--- src/rtl/spi_slave_responder.sv ---
// spi_slave_responder
//   Mode-3 SPI slave (CPOL=1, CPHA=1), MSB first, DATA_WIDTH-bit frames.
//   cs_bar, sclk and din_mosi are oversampled in the clk domain. Each received
//   frame is presented on rx_data with a one-cycle rx_valid pulse. The byte to
//   transmit is preloaded into a holding register via tx_valid/tx_ready.
//
//   Optional feature macro: SPI_SLAVE_UNDERRUN_EN
//     defined   -> tx_underrun pulses when a frame starts with an empty holding register
//     undefined -> tx_underrun tied 0 (underrun frames still transmit all zeros)
//
// Ports
//   clk, reset   system clock, asynchronous active-high reset
//   cs_bar       chip select (active low, asynchronous)
//   sclk         SPI clock (idles high, asynchronous)
//   din_mosi     master-out data
//   dout_miso    slave-out data (0 whenever not selected)
//   miso_oe      pad output enable (= synchronized select)
//   tx_data      byte for the next frame, captured on tx_valid && tx_ready
//   tx_valid     tx_data valid
//   tx_ready     holding register empty
//   rx_data      last complete received frame
//   rx_valid     one-cycle pulse, rx_data updated
//   frame_abort  one-cycle pulse, select dropped mid-frame
//   tx_underrun  one-cycle pulse, frame started with empty holding register
//   busy         select active
module spi_slave_responder #(
    parameter int DATA_WIDTH  = 8,
    parameter int SYNC_STAGES = 2
) (
    input  logic                  clk,
    input  logic                  reset,
    input  logic                  cs_bar,
    input  logic                  sclk,
    input  logic                  din_mosi,
    output logic                  dout_miso,
    output logic                  miso_oe,
    input  logic [DATA_WIDTH-1:0] tx_data,
    input  logic                  tx_valid,
    output logic                  tx_ready,
    output logic [DATA_WIDTH-1:0] rx_data,
    output logic                  rx_valid,
    output logic                  frame_abort,
    output logic                  tx_underrun,
    output logic                  busy
);
    localparam int CW = $clog2(DATA_WIDTH + 1);

    typedef enum logic [1:0] {IDLE, SHIFT, COMPLETE} state_t;
    state_t state_q, state_d;

    logic [SYNC_STAGES-1:0] cs_sync, sclk_sync, mosi_sync;
    logic                   sclk_dly;
    logic                   armed;
    logic                   cs_s, sclk_s, mosi_s;
    logic                   rise, fall, sel;

    logic [CW-1:0]          bit_cnt;
    logic [DATA_WIDTH-1:0]  tx_shift;
    // Only the first DATA_WIDTH-1 bits are held; the last bit goes straight
    // into rx_data together with these.
    logic [DATA_WIDTH-2:0]  rx_shift;
    logic [DATA_WIDTH-1:0]  hold_data;
    logic                   hold_full;

    logic load, shift_tx, shift_rx, last_bit, abort, clr;

    // Synchronizers and sclk edge detect
    always_ff @(posedge clk or posedge reset) begin
        if (reset) begin
            cs_sync   <= '0;
            sclk_sync <= '1;
            mosi_sync <= '0;
            sclk_dly  <= 1'b1;
            armed     <= 1'b0;
        end else begin
            cs_sync   <= {cs_sync[SYNC_STAGES-2:0], cs_bar};
            sclk_sync <= {sclk_sync[SYNC_STAGES-2:0], sclk};
            mosi_sync <= {mosi_sync[SYNC_STAGES-2:0], din_mosi};
            sclk_dly  <= sclk_s;
            // After reset a select only counts once cs_bar has been seen high,
            // so a select that was in progress at reset is ignored.
            if (cs_s)
                armed <= 1'b1;
        end
    end

    assign cs_s   = cs_sync[SYNC_STAGES-1];
    assign sclk_s = sclk_sync[SYNC_STAGES-1];
    assign mosi_s = mosi_sync[SYNC_STAGES-1];
    assign rise   = sclk_s & ~sclk_dly;
    assign fall   = ~sclk_s & sclk_dly;
    assign sel    = armed & ~cs_s;

    // State register
    always_ff @(posedge clk or posedge reset) begin
        if (reset)
            state_q <= IDLE;
        else
            state_q <= state_d;
    end

    // Next state and datapath controls
    always_comb begin
        state_d  = state_q;
        load     = 1'b0;
        shift_tx = 1'b0;
        shift_rx = 1'b0;
        last_bit = 1'b0;
        abort    = 1'b0;
        clr      = 1'b0;
        case (state_q)
            IDLE: begin
                clr = 1'b1;
                if (sel)
                    state_d = SHIFT;
            end
            SHIFT: begin
                if (!sel) begin
                    abort   = (bit_cnt != '0);
                    state_d = IDLE;
                end else if (fall) begin
                    if (bit_cnt == '0)
                        load = 1'b1;
                    else
                        shift_tx = 1'b1;
                end else if (rise) begin
                    shift_rx = 1'b1;
                    if (bit_cnt == CW'(DATA_WIDTH - 1)) begin
                        last_bit = 1'b1;
                        state_d  = COMPLETE;
                    end
                end
            end
            COMPLETE: begin
                state_d = sel ? SHIFT : IDLE;
            end
            default: state_d = IDLE;
        endcase
    end

    // Datapath
    always_ff @(posedge clk or posedge reset) begin
        if (reset) begin
            bit_cnt     <= '0;
            tx_shift    <= '0;
            rx_shift    <= '0;
            hold_data   <= '0;
            hold_full   <= 1'b0;
            rx_data     <= '0;
            rx_valid    <= 1'b0;
            frame_abort <= 1'b0;
        end else begin
            frame_abort <= abort;
            // Registered on the completing rise so that rx_valid and the new
            // rx_data are both visible during the single COMPLETE cycle.
            rx_valid    <= last_bit;

            // A capture can only happen while empty, so a same-cycle frame
            // start sees empty and the new byte waits for the next frame.
            if (load && hold_full) begin
                hold_full <= 1'b0;
            end else if (tx_valid && !hold_full) begin
                hold_data <= tx_data;
                hold_full <= 1'b1;
            end

            if (clr || state_q == COMPLETE)
                bit_cnt <= '0;
            else if (shift_rx)
                bit_cnt <= bit_cnt + CW'(1);

            if (clr) begin
                tx_shift <= '0;
                rx_shift <= '0;
            end else begin
                if (load)
                    tx_shift <= hold_full ? hold_data : '0;
                else if (shift_tx)
                    tx_shift <= {tx_shift[DATA_WIDTH-2:0], 1'b0};
                if (shift_rx) begin
                    rx_shift <= {rx_shift[DATA_WIDTH-3:0], mosi_s};
                    if (last_bit)
                        rx_data <= {rx_shift, mosi_s};
                end
            end
        end
    end

`ifdef SPI_SLAVE_UNDERRUN_EN
    logic underrun_q;
    always_ff @(posedge clk or posedge reset) begin
        if (reset)
            underrun_q <= 1'b0;
        else
            underrun_q <= load && !hold_full;
    end
    assign tx_underrun = underrun_q;
`else
    assign tx_underrun = 1'b0;
`endif

    assign dout_miso = sel & tx_shift[DATA_WIDTH-1];
    assign miso_oe   = sel;
    assign busy      = sel;
    assign tx_ready  = ~hold_full;

endmodule

--- config.mk ---
export PLATFORM = sky130hd
export DESIGN_NAME = spi_slave_responder
export DESIGN_NICKNAME = d
export VERILOG_FILES = /design/src/rtl/spi_slave_responder.sv
export SDC_FILE = /design/constraint.sdc
export NUM_CORES = 1
export LEC_CHECK = 0
export BUFFER_PORTS_ARGS = -buffer_cell sky130_fd_sc_hd__buf_2
export CORE_MARGIN = 3
export CORE_UTILIZATION = 35
export CTS_BUF_LIST = sky130_fd_sc_hd__clkbuf_4
export CTS_CLUSTER_DIAMETER = 50
export DETAILED_ROUTE_END_ITERATION = 10
export PLACE_DENSITY = 0.64
export SYNTH_ARGS = -nofsm -noshare
export SYNTH_HDL_FRONTEND = slang
export SYNTH_SLANG_ARGS = --single-unit
--- constraint.sdc ---
create_clock -name clk -period 2.2 [get_ports clk]
set_clock_uncertainty 0.1 [all_clocks]
set_input_delay 0.11 -clock clk [delete_from_list [all_inputs] [get_ports clk]]
set_output_delay 0.11 -clock clk [all_outputs]
set_load 0.02 [all_outputs]
==> PnR_summary.wiki, run 1 <==
{| class="wikitable"
! Metric !! Value
|-
| Status || complete, no violations
|-
| Total gr overflow || 0
|-
| Post-route standard cell area excluding fillers || roughly 2500 um2
|-
| Max Root-Sink Buffers || 2
|-
| Most instantiated flip-flop cell in the synthesis netlist || sky130_fd_sc_hd__dfrtp_1
|-
| Setup Crit Path Kind || reg -> reg
|-
| Area contributors post-synth || sky130_fd_sc_hd__dfrtp_1, sky130_fd_sc_hd__mux2_2, sky130_fd_sc_hd__mux2_4
|-
| Final setup fails || 0
|-
| Mapped Nets || between 150 and 200
|-
| Worst relative slew slack || 61.7%
|-
| Std-Cell Core Area || roughly 5500 um2
|-
| Number of clock buffers inserted by TritonCTS || 5
|-
| Number of enable flip-flop cells after synthesis || 0
|-
| Tcrit/Tclk final || between 80% and 90%
|-
| Measured slew at the worst slew-check pin || ~0.57 ns
|-
| Share of post-route cells with drive strength above 1 || a little over a third
|-
| TritonCTS clock tree || done
|-
| Detail-routed via count per cell || around 4.7
|-
| Cell type of the slowest stage on the worst timing path || sky130_fd_sc_hd__or3_1
|-
| Total number of yosys warnings || 0
|-
| Most instantiated library cell after synthesis || sky130_fd_sc_hd__dfrtp_1
|-
| Die area || 6720 um2
|-
| Top cells by instance count after synthesis || sky130_fd_sc_hd__dfrtp_1, sky130_fd_sc_hd__inv_1, sky130_fd_sc_hd__mux2_2
|-
| Number of detailed-routing iterations run before antenna repair || 2
|-
| Routed wire length || 3480 um
|-
| DR vias || approximately 1,300
|-
| Worst min-delay path class || in -> async
|-
| Clock insertion delay at the later pin of the skew report || 0.36 ns
|-
| Area share of the largest cell type after synthesis || a little under three fifths
|-
| Filler cells || about 530
|-
| Clock period minus final worst setup slack || 1.98 ns
|-
| Leakage power || 0.00121 uW
|-
| Hold Fails Final Rpt || 0
|-
| Overall global routing resource usage || 11.9%
|-
| Initial Utilization || between 30 and 40%
|-
| Count of distinct cell types in the synthesized netlist || 36
|-
| CTS HTree Levels || 2
|-
| Boundary Pins || 29
|-
| Area growth from synthesis to layout || 22.0%
|-
| Seq/Total Area, Yosys || between 50% and 60%
|-
| Number of antenna repair diodes || 0
|-
| Startpoint types || flop
|-
| Total setup buffers inserted after CTS || 0
|-
| Required arrival time at the worst endpoint || around 2.4 ns
|-
| Final ANT Viol Nets || 0
|-
| Total of cells resized after clock tree synthesis || 0
|-
| Height of the die || around 82 um
|-
| Post-DP HPWL || approximately 2400 um
|-
| Global-route wire length before repair || roughly 6000 um
|-
| Number of I/O port buffers || 27
|-
| Post-synthesis instance total || around 150
|-
| Data arrival time of the worst path || ~2.1 ns
|-
| Average cell area after synthesis || 13.2 um2
|-
| Clk sinks || 48
|-
| Post-Route Setup TNS || 0 ns
|-
| Nets || approximately 220
|-
| P per Cell Area || 698 nW/um2
|-
| DRC || 0
|-
| Proportion of register bits with asynchronous set or reset after synthesis || between 90% and 100%
|-
| Root buffer selected by CTS || sky130_fd_sc_hd__clkbuf_4
|-
| Crit end category || flop
|-
| Per-cell routed wire length || around 13 um
|-
| Worst IR Drop VDD || between 0.3 and 0.4 mV
|-
| Pin count of the biggest net entering global routing || 27
|-
| DRT iter0 DRCs || 61
|-
| Initial antenna violation count || 0
|-
| Post-synthesis register bit count || 48
|-
| FP Rows || 27
|-
| CTS Hold Buffers Added || 13
|-
| Cell area after synthesis || between 2000 and 2500 um2
|-
| X dimension of the die || 82.0 um
|-
| Dominant cell type by area after synthesis || sky130_fd_sc_hd__dfrtp_1
|-
| Crit-path cells || nand2b_1 -> or3_1 -> mux2_4
|-
| Placer congestion estimate || between 0.7 and 0.8
|-
| Maximum operating frequency || around 510 MHz
|-
| Maximum cell stage delay along the critical path || 0.64 ns
|-
| Clk pin slew, worst setup/hold paths || 0.15 ns
|-
| RSZ-0062 raised after global routing || no
|-
| Vias in the first global route || about 1,300
|-
| Number of max-capacitance violations reported || 0
|-
| Highest net fanout along the worst path || 10
|-
| Max Slew Vio Count || 0
|-
| DP Area || ~2300 um2
|}
-- sequential cells by signal (all words and copies together) (netlist names) --
register     flops
frame_abort      1
rx_shift         7
tx_shift         8
cs_sync          2
hold_full        1
bit_cnt          4
hold_data        8
sclk_dly         1
rx_valid         1
mosi_sync        2
armed            1
sclk_sync        2
state_q          2
rx_data          8
-- power breakdown --
part / internal [uW] / switching (uW)
logic: 127 / 93.4
registers: 951 / 38.9
clock network: 238 / 273
-- metal layers --
layer	share of wire [%]	vias to the layer above	routed length, um	global-route usage, %
met5	0	-	0	0
met4	1.2	0	42	4.49
met3	2.3	4	79	2.96
met2	48	18	1660	17.5
met1	49	622	1700	16.9
li1	-	627	-	-
-- cell families after synthesis --
logic type / synth area share, %
simple gates: 10.6
other cells: 0.185
buf+inv: 4.64
mux: 15.3
flops: 59.6
compound gates: 8.42
fa+ha+maj: 1.24
-- worst max-delay path: cells and delay by family (launching register included) --
family / cells / cell delay (ns)
mux: 1 / 0.39
simple gates: 2 / 0.79
flops: 1 / 0.58
-- placed cells by master (no fill, tap or decap), types with 2 or more instances in the layout --
cell type                        n
sky130_fd_sc_hd__buf_4           3
sky130_fd_sc_hd__dlygate4sd3_1  13
sky130_fd_sc_hd__dfrtp_1        45
sky130_fd_sc_hd__clkbuf_4        5
sky130_fd_sc_hd__buf_2          27
sky130_fd_sc_hd__o22ai_1         7
sky130_fd_sc_hd__mux2_2         15
sky130_fd_sc_hd__nand2_1        10
sky130_fd_sc_hd__mux2i_1         2
sky130_fd_sc_hd__or2_2           2
sky130_fd_sc_hd__o21bai_1        2
sky130_fd_sc_hd__nand3_1         4
sky130_fd_sc_hd__a22o_1          7
sky130_fd_sc_hd__inv_1          15
sky130_fd_sc_hd__ha_1            2
sky130_fd_sc_hd__a21oi_1         3
sky130_fd_sc_hd__dfstp_2         3
sky130_fd_sc_hd__o21ai_0         2
sky130_fd_sc_hd__mux2_4          8
sky130_fd_sc_hd__nor2b_1         3
-- layout make-up --
type	instances	area (um2)	area share [%]
Tap cell	72	90.1	3.65
Clock inverter	3	42.5	1.73
Inverter	16	60.1	2.44
Clock buffer	5	37.5	1.52
Multi-Input combinational cell	84	723	29.3
Timing Repair Buffer	44	308	12.5
Sequential cell	48	1200	48.9
-- path summary, 6_finish.rpt --
check	from	to	slack (ns)	cells after the start
min in group clk	sclk_sync[0]$_DFF_PP1_	sclk_sync[1]$_DFF_PP1_	0.26	0
hold reg to reg	sclk_sync[0]$_DFF_PP1_	sclk_sync[1]$_DFF_PP1_	0.26	0
setup reg to reg	sclk_sync[1]$_DFF_PP1_	rx_data[0]$_DFFE_PP0P_	0.22	3
hold / removal	reset	bit_cnt[1]$_DFFE_PP0P_	0.20	3
setup / recovery	sclk_sync[1]$_DFF_PP1_	rx_data[0]$_DFFE_PP0P_	0.22	3
max in group asynchronous	reset	sclk_sync[0]$_DFF_PP1_	1.21	4
-- per-stage QoR --
stage / total power (uW) / setup slack (ns) / cells / hold WS (ns) / utilization, %
2_1_floorplan: 1150 / 0.529 / 153 / 0.0145 / -
3_3_place_gp: 1210 / 0.307 / 251 / 0.0719 / 40.7
3_5_place_dp: 1220 / 0.257 / 251 / 0.0778 / 40.7
4_1_cts: 1750 / 0.226 / 272 / 0.204 / 44.5
5_1_grt: 1820 / 0.161 / 272 / 0.238 / 44.5
6_report: 1720 / 0.220 / 272 / 0.198 / 44.5
Note: power is estimated with default switching activity, not from simulation.
==> inputs of run 2 (changes only) <==
Settings changed: ABC_AREA from default to 1.
==> run 2 against run 1 <==
- first-iteration DRC count is 110% higher
- clock power is 23% lower
- area after synthesis is 6.1% higher
- sequential share of layout area is 0.42 points lower
- total power is 5.8% lower
- clock-buffer cell count is 1 higher
- cell area is 0.86% higher
- global-route usage is 0.79 points lower
- routed wire length is 5.1% higher
- via count is 15% higher
- critical endpoint is now rx_shift[1]$_DFFE_PP0P_
- highest routed layer unchanged
==> PnR_summary.wiki, run 2 <==
{| class="wikitable"
! Metric !! Value
|-
| Status || complete, no violations
|-
| Worst IR Drop VDD || 0.342 mV (+11%)
|-
| Number of I/O port buffers || 27 (unchanged)
|-
| X dimension of the die || 84.3 um (+2.8%)
|-
| Leakage power || 0.00130 uW (+7.6%)
|-
| Overall power consumption || 1620 uW (-5.8%)
|-
| Routed wire length || 3660 um (+5.1%)
|-
| DRT iter0 DRCs || 126 (+110%)
|-
| Cell area after synthesis || 2140 um2 (+6.1%)
|-
| Top cells by instance count after synthesis || sky130_fd_sc_hd__nand2_1, sky130_fd_sc_hd__dfrtp_1, sky130_fd_sc_hd__inv_1, sky130_fd_sc_hd__nand3_1, sky130_fd_sc_hd__o21ai_2
|-
| Number of detailed-routing iterations run before antenna repair || 4 (+2)
|-
| Final worst hold slack || 0.253 ns (+0.0557 ns)
|-
| Worst relative slew slack || 59.9% (-1.8 points)
|-
| Number of antenna repair diodes || 0 (unchanged)
|-
| Seq/Total Area, Yosys || 56.2% (-3.4 points)
|-
| Largest registers ranked by flip-flop count || hold_data x8, rx_data x8, tx_shift x8
|-
| Post-Route Utilization || 43.6% (-0.94 points)
|-
| Vias in the first global route || 1,454 (+15%)
|-
| Commonest non-fill, non-tap cells in the layout || sky130_fd_sc_hd__nand2_1, sky130_fd_sc_hd__dfrtp_1, sky130_fd_sc_hd__buf_2
|-
| Reg-to-reg setup timing slack || 0.63 ns (+0.41 ns)
|-
| Average cell area after synthesis || 10.3 um2 (-22%)
|-
| Data arrival time of the worst path || 1.76 ns (-0.37 ns)
|-
| Crit path setup slack, layout || 0.626 ns (+0.406 ns)
|-
| Total number of yosys warnings || 0 (unchanged)
|-
| Post-synthesis instance total || 209 (+37%)
|-
| Clk sinks || 48 (unchanged)
|-
| Placer congestion estimate || 0.814 (+13%)
|-
| Maximum operating frequency || 635 MHz (+26%)
|-
| Global-route wire length before repair || 6550 um (+6.7%)
|-
| Measured slew at the worst slew-check pin || 0.601 ns (+0.0270 ns)
|-
| RSZ-0062 raised after global routing || no
|-
| Number of enable flip-flop cells after synthesis || 0 (unchanged)
|-
| Tcrit/Tclk final || 71.5% (-18 points)
|-
| CTS HTree Levels || 2 (unchanged)
|-
| Max Root-Sink Buffers || 2 (unchanged)
|-
| Startpoint types || flop
|-
| Post-DP HPWL || 2560 um (+5.6%)
|-
| Clock insertion delay at the later pin of the skew report || 0.36 ns (about the same)
|-
| Std-Cell Core Area || 5710 um2 (+3.0%)
|-
| Die area || 7100 um2 (+5.6%)
|-
| Per-cell routed wire length || 11.4 um (-11%)
|-
| Boundary Pins || 29 (unchanged)
|-
| Most instantiated flip-flop cell in the synthesis netlist || sky130_fd_sc_hd__dfrtp_1
|-
| Leading cell type in the layout, fill and taps excluded || sky130_fd_sc_hd__nand2_1
|-
| Area growth from synthesis to layout || 16.0%
|-
| DR vias || 1,459 (+15%)
|-
| Total gr overflow || 0 (unchanged)
|-
| Placement-stage worst setup slack || 0.631 ns (+0.374 ns)
|-
| Clk pin slew, worst setup/hold paths || 0.13 ns (-0.02 ns)
|-
| Overall global routing resource usage || 11.1% (-0.79 points)
|-
| FP Rows || 27 (unchanged)
|-
| P per Cell Area || 652 nW/um2 (-6.6%)
|-
| Height of the die || 84.3 um (+2.8%)
|-
| Count of distinct cell types in the synthesized netlist || 27 (-25%)
|-
| DRC || 0 (unchanged)
|-
| Required arrival time at the worst endpoint || 2.39 ns (+0.04 ns)
|-
| Share of post-route cells with drive strength above 1 || 28.9% (-6.6 points)
|-
| Area share of the largest cell type after synthesis || 52.5% (-3.2 points)
|-
| Number of clock buffers inserted by TritonCTS || 5 (unchanged)
|-
| Initial Utilization || 37.6% (+1.1 points)
|-
| Final setup fails || 0 (unchanged)
|-
| Pin count of the biggest net entering global routing || 49 (+81%)
|-
| Dominant cell type by area after synthesis || sky130_fd_sc_hd__dfrtp_1
|-
| Hold Fails Final Rpt || 0 (unchanged)
|-
| TritonCTS clock tree || done
|-
| Highest net fanout along the worst path || 15 (+5)
|-
| Final ANT Viol Nets || 0 (unchanged)
|-
| Number of max-capacitance violations reported || 0 (unchanged)
|-
| Total of cells resized after clock tree synthesis || 0 (unchanged)
|-
| Detail-routed via count per cell || 4.55 (-2.7%)
|-
| Area contributors post-synth || sky130_fd_sc_hd__dfrtp_1, sky130_fd_sc_hd__nand2_1, sky130_fd_sc_hd__o21ai_2
|-
| Post-Route Setup TNS || 0 ns (unchanged)
|-
| Setup Crit Path Kind || reg -> reg
|-
| Root buffer selected by CTS || sky130_fd_sc_hd__clkbuf_4
|-
| Proportion of register bits with asynchronous set or reset after synthesis || 100% (unchanged)
|-
| Crit end category || flop
|-
| Nets || 264 (+23%)
|-
| Most instantiated library cell after synthesis || sky130_fd_sc_hd__nand2_1
|-
| Clock period minus final worst setup slack || 1.57 ns (-0.406 ns)
|-
| Max Slew Vio Count || 0 (unchanged)
|-
| Mapped Nets || 225 (+33%)
|-
| Initial antenna violation count || 0 (unchanged)
|-
| Worst min-delay path class || reg -> reg
|-
| Post-synthesis register bit count || 48 (unchanged)
|}
[run 2: final timing paths]
check | cells after the start | to | from
max in group asynchronous | 4 | hold_data[6]$_DFFE_PP0P_ | reset
min in group asynchronous | 4 | rx_data[3]$_DFFE_PP0P_ | reset
hold / removal | 0 | sclk_sync[1]$_DFF_PP1_ | sclk_sync[0]$_DFF_PP1_
hold reg to reg | 0 | sclk_sync[1]$_DFF_PP1_ | sclk_sync[0]$_DFF_PP1_
setup / recovery | 4 | rx_shift[1]$_DFFE_PP0P_ | state_q[0]$_DFFE_PP0P_
setup reg to reg | 4 | rx_shift[1]$_DFFE_PP0P_ | state_q[0]$_DFFE_PP0P_
[run 2: metrics by stage]
step                cells  cell area [um2]
floorplan             209             2140
detailed placement    300             2300
finish                321             2490
CTS                   321             2490
global route          321             2490
global placement      300             2300
[run 2: power by group]
group          switching, uW  internal, uW
Combinational            114          99.8
Clock                    264           131
Sequential              55.0           958
Total                    433          1190
[run 2: worst max-delay path, cell delays in order, from the launching register on]
cell and delay [ns]:
sky130_fd_sc_hd__dfrtp_1 0.60, sky130_fd_sc_hd__inv_1 0.13, sky130_fd_sc_hd__nand2_1 0.45, sky130_fd_sc_hd__nand3_1 0.16, sky130_fd_sc_hd__o21ai_2 0.08
[run 2: cell families after synthesis]
| group | Yosys count | synth area share, % |
|---|---|---|
| buf+inv | 31 | 7.29 |
| compound gates | 17 | 6.24 |
| simple gates | 101 | 24.3 |
| flops | 48 | 56.2 |
| other cells | 1 | 0.175 |
| mux | 8 | 4.20 |
| xor+xnor | 1 | 0.408 |
| fa+ha+maj | 2 | 1.17 |
[run 2: metal layers]
metal	part of all wire, %	vias to the layer above	global-route usage (%)
met3	4.0	5	2.94
met1	48	675	14.6
met5	0	-	0
li1	-	751	-
met4	1.8	0	4.39
met2	46	28	17.6
[run 2: layout make-up]
cell class                 count  area, um2
tap                           72       90.1
sequential                    48       1200
clock buffer                   6       45.0
multi-input combinational    130        783
fill                         566       3220
timing repair buffer          41        273
inverter                      22       83.8
clock inverter                 2       7.51
[run 2: timing repair]
action | 4_1_cts | 5_1_grt
endpoints found under the hold margin | 57 | 0
buffers inserted | 0 | 0
hold buffers | 13 | 0
